[src/rtl/rv32i_types.sv]
// Shared RV32I types used across the cache hierarchy, including the
// arbitration policy and FSM state encodings for the memory arbiter.
package rv32i_types;

    typedef logic [31:0] rv32i_word;

    typedef enum logic {
        ARB_FIXED,
        ARB_ROUND_ROBIN
    } arb_mode_t;

    typedef enum logic [1:0] {
        IDLE,
        BUSY,
        DONE
    } arb_state_t;

endpackage

[src/rtl/rr_picker.sv]
// Combinational winner search: scans the request vector starting at
// last_grant+1 (round robin) or at port 0 (fixed priority).
module rr_picker
    import rv32i_types::*;
#(
    parameter int NUM_PORTS = 2,
    localparam int IDX_W = (NUM_PORTS > 1) ? $clog2(NUM_PORTS) : 1
) (
    input  logic [NUM_PORTS-1:0] req,
    input  logic [IDX_W-1:0]     last_grant,
    input  arb_mode_t            mode,
    output logic [IDX_W-1:0]     grant,
    output logic                 valid
);

    always_comb begin : pick
        int start;
        int cand;
        logic [IDX_W-1:0] idx;
        grant = '0;
        valid = 1'b0;
        idx   = '0;
        start = (mode == ARB_FIXED) ? 0 : ((int'(last_grant) + 1) % NUM_PORTS);
        for (int k = 0; k < NUM_PORTS; k++) begin
            cand = (start + k) % NUM_PORTS;
            idx  = IDX_W'(cand);
            // First hit in scan order wins; later hits are ignored.
            if (!valid && req[idx]) begin
                valid = 1'b1;
                grant = idx;
            end
        end
    end

endmodule

[src/rtl/pmem_arbiter.sv]
// Multi-port physical-memory arbiter: grants one cache-side line request at a
// time, holds it on the pmem bus until completion or timeout, then pulses req_resp.
module pmem_arbiter
    import rv32i_types::*;
#(
    parameter int        NUM_PORTS      = 2,
    parameter int        LINE_WIDTH     = 256,
    parameter arb_mode_t MODE           = ARB_ROUND_ROBIN,
    parameter int        TIMEOUT_CYCLES = 1024
) (
    input  logic                                 clk,
    input  logic                                 rst,
    input  logic [NUM_PORTS-1:0]                 req_read,
    input  logic [NUM_PORTS-1:0]                 req_write,
    input  rv32i_word [NUM_PORTS-1:0]            req_address,
    input  logic [NUM_PORTS-1:0][LINE_WIDTH-1:0] req_wdata,
    output logic [NUM_PORTS-1:0]                 req_resp,
    output logic [NUM_PORTS-1:0]                 req_error,
    output logic [LINE_WIDTH-1:0]                req_rdata,
    output logic                                 pmem_read,
    output logic                                 pmem_write,
    output rv32i_word                            pmem_address,
    output logic [LINE_WIDTH-1:0]                pmem_wdata,
    input  logic                                 pmem_resp,
    input  logic                                 pmem_error,
    input  logic [LINE_WIDTH-1:0]                pmem_rdata
);

    localparam int IDX_W = (NUM_PORTS > 1) ? $clog2(NUM_PORTS) : 1;
    localparam int CNT_W = (TIMEOUT_CYCLES > 1) ? $clog2(TIMEOUT_CYCLES + 1) : 1;
    localparam logic [CNT_W-1:0] T_LAST = CNT_W'((TIMEOUT_CYCLES > 0) ? TIMEOUT_CYCLES - 1 : 0);

    arb_state_t              state, state_next;
    logic [IDX_W-1:0]        pick_idx;
    logic                    pick_valid;
    logic [IDX_W-1:0]        grant_q;
    logic [IDX_W-1:0]        last_grant;
    rv32i_word               addr_q;
    logic [LINE_WIDTH-1:0]   wdata_q;
    logic                    write_q;
    logic [LINE_WIDTH-1:0]   rdata_q;
    logic                    error_q;
    logic [CNT_W-1:0]        tcount;
    logic                    timeout_hit;

    rr_picker #(.NUM_PORTS(NUM_PORTS)) u_picker (
        .req        (req_read | req_write),
        .last_grant (last_grant),
        .mode       (MODE),
        .grant      (pick_idx),
        .valid      (pick_valid)
    );

    // A response on the final cycle wins over the timeout.
    assign timeout_hit = (TIMEOUT_CYCLES != 0) && !pmem_resp && (tcount == T_LAST);

    always_ff @(posedge clk or posedge rst) begin
        if (rst) state <= IDLE;
        else     state <= state_next;
    end

    always_comb begin
        state_next = state;
        case (state)
            IDLE:    if (pick_valid) state_next = BUSY;
            BUSY:    if (pmem_resp || timeout_hit) state_next = DONE;
            DONE:    state_next = IDLE;
            default: state_next = IDLE;
        endcase
    end

    always_ff @(posedge clk or posedge rst) begin
        if (rst) begin
            grant_q    <= '0;
            last_grant <= IDX_W'(NUM_PORTS - 1);
            addr_q     <= '0;
            wdata_q    <= '0;
            write_q    <= 1'b0;
            rdata_q    <= '0;
            error_q    <= 1'b0;
            tcount     <= '0;
        end else begin
            case (state)
                IDLE: if (pick_valid) begin
                    grant_q    <= pick_idx;
                    last_grant <= pick_idx;
                    addr_q     <= req_address[pick_idx];
                    wdata_q    <= req_wdata[pick_idx];
                    write_q    <= req_write[pick_idx];
                    tcount     <= '0;
                end
                BUSY: begin
                    if (pmem_resp) begin
                        rdata_q <= pmem_rdata;
                        error_q <= pmem_error;
                    end else if (timeout_hit) begin
                        rdata_q <= '0;
                        error_q <= 1'b1;
                    end else begin
                        tcount <= tcount + CNT_W'(1);
                    end
                end
                default: ;
            endcase
        end
    end

    assign pmem_read    = (state == BUSY) && !write_q;
    assign pmem_write   = (state == BUSY) && write_q;
    assign pmem_address = addr_q;
    assign pmem_wdata   = wdata_q;
    assign req_rdata    = rdata_q;

    always_comb begin
        req_resp  = '0;
        req_error = '0;
        if (state == DONE) begin
            req_resp[grant_q]  = 1'b1;
            req_error[grant_q] = error_q;
        end
    end

endmodule

[config.mk]
export PLATFORM = sky130hd
export DESIGN_NAME = pmem_arbiter
export DESIGN_NICKNAME = d
export VERILOG_FILES = /design/src/rtl/rv32i_types.sv /design/src/rtl/rr_picker.sv /design/src/rtl/pmem_arbiter.sv
export SDC_FILE = /design/constraint.sdc
export NUM_CORES = 1
export LEC_CHECK = 0
export ABC_AREA = 0
export ABC_CLOCK_PERIOD_IN_PS = 36000
export BUFFER_PORTS_ARGS = -buffer_cell sky130_fd_sc_hd__buf_4
export CORE_AREA = 2 2 537 539
export DETAILED_ROUTE_END_ITERATION = 12
export DIE_AREA = 0 0 539 541
export PLACE_DENSITY = 0.3
export SYNTH_ARGS = -nofsm -noshare
export SYNTH_HDL_FRONTEND = slang
export SYNTH_SLANG_ARGS = --single-unit
[constraint.sdc]
create_clock -name clk -period 36 [get_ports clk]
set_input_delay 7.2 -clock clk [delete_from_list [all_inputs] [get_ports clk]]
set_output_delay 7.2 -clock clk [all_outputs]
set_load 0.005 [all_outputs]
== Word-level counts from Yosys, hierarchy flattened ==
Index checks and enable logic that the tools add are counted.
Word-level totals
  register bits after elaboration: 561
  input port bits: 840
  output and inout bits: 550
Cells by class
  add/sub/neg operators: 3
  $lt $le $gt $ge: 5
  equality and inequality tests: 7
  mux-type cells: 29
  bitwise logic cells: 2
  reduce and logical (&&, ||, !) cells: 16
Operator list (number)
  two-way mux 256 bit: 4
  two-way mux 32 bit: 2
  two-way mux 11 bit: 3
  one-hot mux 11 bit (2 select lines): 1
  two-way mux 1 bit: 13
  adder 11 x 1 -> 11 bit, second input constant: 1
  equality test 11 x 10 -> 1 bit, second input constant: 1
  less-than comparator 1 x 2 -> 1 bit, second input constant: 4
  two-way mux 2 bit: 4
  != test 2 bit, second input constant: 4
  AND reduction 2 bit: 3
  logical AND 1 bit: 5
  one-hot mux 2 bit (2 select lines): 1
  AND reduction 4 bit: 1
  nonzero test 2 bit: 2
  logical NOT 1 bit: 3
  adder 1 bit, second input constant: 2
  bitwise AND 2 bit: 1
  equality test 2 x 1 -> 1 bit, second input constant: 1
  equality test 2 bit, second input constant: 1
  logical NOT 2 bit: 1
  bitwise OR 2 bit: 1
  demux 1 bit (select 1 bit): 1
  greater-or-equal comparator 1 bit, second input constant: 1
  logical OR 1 bit: 1

== Longest topological paths before layout ==
  depth in word-level cells: 9
  depth in mapped cells: 7

== Modules after synthesis ==
A second synthesis with hierarchy kept.
Second synthesis, totals
  cell total of the unflattened synthesis: 1926
  area, all modules: 23189.7 um^2
Modules (own cells, without submodules)
  pmem_arbiter: instances 1, cells each 1923, area each 23169.7 um^2, seq. area each 14039.7 um^2
  rr_picker: instances 1, cells each 3, area each 20.0 um^2, seq. area each 0.0 um^2

== Least setup slack after synthesis ==
Ideal clock, no wire load.
  path type: input port to flip-flop
  start: in req_write[0]
  end: reg wdata_q[100], in the netlist pmem_wdata[100]
  arrival: 8.496 ns
  data required time: 35.918 ns
  path slack: 27.422 ns
  cell stages on the path: 7
  path buffers: 3
  path through: o21ai_0 o21a_1 clkbuf_1 clkbuf_1 clkbuf_1 nand2_1 a31oi_1
On the way
  cells in the longest elaborated chain, start to end: 9
  elaborated cells between the ends (all ways): 14
Ends and longest elaborated chain
  start, declared: line pmem_arbiter.sv:14  | input logic [NUM_PORTS-1:0] req_write,
  bitwise OR 2 bit (*): line pmem_arbiter.sv:47  | .req (req_read | req_write),
  two-way mux 1 bit (implied by the code) (2 in series): line rr_picker.sv:28  | if (!valid && req[idx]) begin
  two-way mux 1 bit: line rr_picker.sv:28
  logical NOT 1 bit: line rr_picker.sv:28
  logical AND 1 bit: line rr_picker.sv:28
  two-way mux 1 bit: line rr_picker.sv:28
  two-way mux 256 bit (implied by the code) (2 in series): line pmem_arbiter.sv:88  | wdata_q <= req_wdata[pick_idx];
  end signal, assigned: line pmem_arbiter.sv:88
  end, declared: line pmem_arbiter.sv:39  | logic [LINE_WIDTH-1:0] wdata_q;
Every way passes the cells marked *; elsewhere a longest branch is shown, timed or not. The select of a mux whose other input is x is not followed.
A chain may end at the register's enable or synchronous reset.

== Final worst setup path ==
  start: in req_write[1]
  end: reg wdata_q[98], in the netlist pmem_wdata[98]
Same word-level chain as after synthesis.

==> impl_metrics.env <==
export IMPL_hold_buffers=0
export IMPL_synth_commonest_cells="nand2_1 (587), dfrtp_1 (560), nor2_1 (294)"
export IMPL_synth_most_common_cell="nand2_1"
export IMPL_synth_seq_cells=561
export IMPL_netlist_instances=2249
export IMPL_synth_edf_count=0
export IMPL_finClkSkew_ns=0.0387
export IMPL_finalCritPeriodShare_pct=31.0
export IMPL_clkTransAtPathRegs_ns=0.06
export IMPL_cts_root_buf="clkbuf_16"
export IMPL_ant_nets=0
export IMPL_cts_buffers=86
export IMPL_crit_required_ns=36.56
export IMPL_max_freq_ghz=0.0895
export IMPL_synth_ff_type="dfrtp_1"
export IMPL_drive_above_1_share_pct=43.2
export IMPL_ctsResizeCount=0
export IMPL_wl_mm=176
export IMPL_insertion_delay_ns=0.79
export IMPL_p_total_uw=3450
export IMPL_htree_levels=3
export IMPL_synth_async_reset_ratio_pct=100
export IMPL_drt_iter0_markers=1312
export IMPL_vias=23400
export IMPL_tightest_slew_ns=1.05
export IMPL_synthTopCellsByArea="dfrtp_1 (62%), a22o_1 (9.9%), nand2_1 (9.7%)"
export IMPL_rsz0062_at_grt="no"
export IMPL_fin_nets=4410
export IMPL_yosysUniqueCellTypes=40
export IMPL_syn_area_per_cell_um2=10.1
export IMPL_placementRows=197
export IMPL_synth_fp_nets=3090
export IMPL_ys_seq_area_share_pct=61.8
export IMPL_grt_pass1_vias=24500
export IMPL_antenna_found_initial=122
export IMPL_finalHoldViolations=0
export IMPL_cts_setup_buffers=0
export IMPL_wire_per_inst_um=23.7
export IMPL_grt_pass1_wl_mm=232
export IMPL_synth_area_mm2=0.0227
export IMPL_ys_warnings_count=0
export IMPL_critPathKind="input port to flip-flop"
export IMPL_place_hpwl_mm=144
export IMPL_routabilityCongestion=0.863
export IMPL_ios=1390
export IMPL_cts_buffer_depth=4
export IMPL_power_density_mw_per_mm2=85.7
export IMPL_fin_setup_tns_ns=0
export IMPL_gr_usage_all_layers_pct=11.6
export IMPL_drv_slew=0
export IMPL_leakage_uw=0.0184
export IMPL_crit_path_max_fanout=108
export IMPL_setup_viol=0
export IMPL_drc=0
export IMPL_min_period_ns=11.17
export IMPL_firstDrtPassIters=5
export IMPL_crit_path_end_kind="flip-flop"
export IMPL_die_h_um=541
export IMPL_slew_headroom_pct=29.7
export IMPL_synth_top_cell_area_share_pct=61.7
export IMPL_grt_max_degree=110
export IMPL_hp_class="flip-flop to flip-flop"
export IMPL_die_width_um=539
export IMPL_arrival_ns=11.74
export IMPL_timing_max_cap_violations=0
export IMPL_cts_tree="built"
export IMPL_start_kind="input port"
export IMPL_numClockSinks=561
export IMPL_design_die_area_mm2=0.292
export IMPL_vias_per_cell=3.15
export IMPL_status="finished, final reports clean"
export IMPL_portBuffers=1389
export IMPL_area_growth_pct=77.0
export IMPL_overflow=0
export IMPL_initial_core_util_pct=7.93
export IMPL_coreArea_mm2=0.286
export IMPL_peakVddDrop_v=0.0000464
export IMPL_yosys_area_top_type="dfrtp_1"
-- state kept, by name (all words and copies together), names as in the netlist --
register and flops:
pmem_wdata 256, state 2, error_q 1, write_q 1
pmem_address 32, tcount 11, last_grant 1, req_rdata 256
grant_q 1
-- metrics by stage --
step           util, %  hold WS (ns)  std cells  instance area (um^2)  setup WS, ns
4_1_cts           14.0         0.502       7409                 40100         24.94
3_3_place_gp      13.0         0.484       7262                 37400         24.09
6_report          14.0         0.497       7439                 40200         24.83
3_5_place_dp      13.0         0.483       7262                 37400         24.06
2_1_floorplan        -         0.464       2249                 22700         13.11
5_1_grt           14.0         0.508       7419                 40100         24.39
-- layer usage --
| layer | vias up | track usage [%] | routed length (um) |
|---|---|---|---|
| met2 | 1182 | 20.8 | 89500 |
| met1 | 11300 | 11.3 | 59600 |
| met3 | 338 | 6.22 | 20600 |
| met4 | 92 | 4.08 | 6020 |
| met5 | - | 0 | 572 |
| li1 | 10500 | - | - |
-- worst paths after layout --
path / from / to / slack, ns / cells past startpoint
setup / recovery: req_write[1] / pmem_wdata[98] / 24.83 / 9
hold / removal: req_rdata[196] / req_rdata[196] / 0.50 / 1
setup reg to reg: state[0] / pmem_wdata[98] / 30.67 / 8
hold reg to reg: req_rdata[196] / req_rdata[196] / 0.50 / 1
max in group asynchronous: rst / pmem_wdata[252] / 25.53 / 7
min in group asynchronous: rst / req_rdata[237] / 6.48 / 2
-- cells in the final DEF, fill, tap and decap left out, types with 3 or more instances in the layout --
cell type | netlist | routed
and2_1 | 4 | 3
nand2_1 | 587 | 587
a31oi_1 | 288 | 288
clkbuf_8 | 0 | 21
bufinv_16 | 0 | 3
clkinv_2 | 0 | 13
a22o_1 | 256 | 256
nor2b_1 | 3 | 3
o21ai_0 | 8 | 7
nand2b_1 | 5 | 5
nor3_1 | 3 | 3
inv_1 | 8 | 7
a32o_1 | 4 | 4
nor2_1 | 294 | 293
or2_2 | 3 | 3
clkbuf_1 | 104 | 16
dfrtp_1 | 560 | 560
diode_2 | 0 | 30
buf_4 | 0 | 1422
clkbuf_16 | 0 | 87
o211ai_1 | 6 | 6
-- worst max-delay path, stage by stage --
cell	delay [ns]
buf_4	0.12
nor4_1	0.11
nor2_4	0.09
buf_4	0.62
buf_4	0.74
buf_4	0.73
buf_4	0.70
buf_4	0.89
a31oi_1	0.19
-- cell families (layout without fill, tap and decap cells) --
family                     count (synthesis)  after routing  synth area share [%]
adders and majority gates                  1              1                0.0551
muxes                                      2              2                0.0881
buffers and inverters                    199           1578                  3.80
other                                      0             30                     0
AOI/OAI and AO/OA                        579            579                  19.0
DFF                                      561            561                  61.8
and+or+nand+nor                          907            907                  15.3
-- area by class of cell --
class                           instances  area (um^2)
Timing Repair Buffer                 1423        10700
Clock inverter                         23          243
Antenna cell                           30         75.1
Clock buffer                          124         2530
Sequential cell                       561        14000
Multi-Input combinational cell       1489         7850
Fill cell                           32800       246000
Inverter                                8         37.5
Tap cell                             3781         4730
-- where the power goes --
group	switching, uW	total [uW]	internal, uW
registers	205	1150	944
logic	759	1450	691
clock network	339	846	507
total	1300	3450	2140
Power figures use the tool's default switching activity.
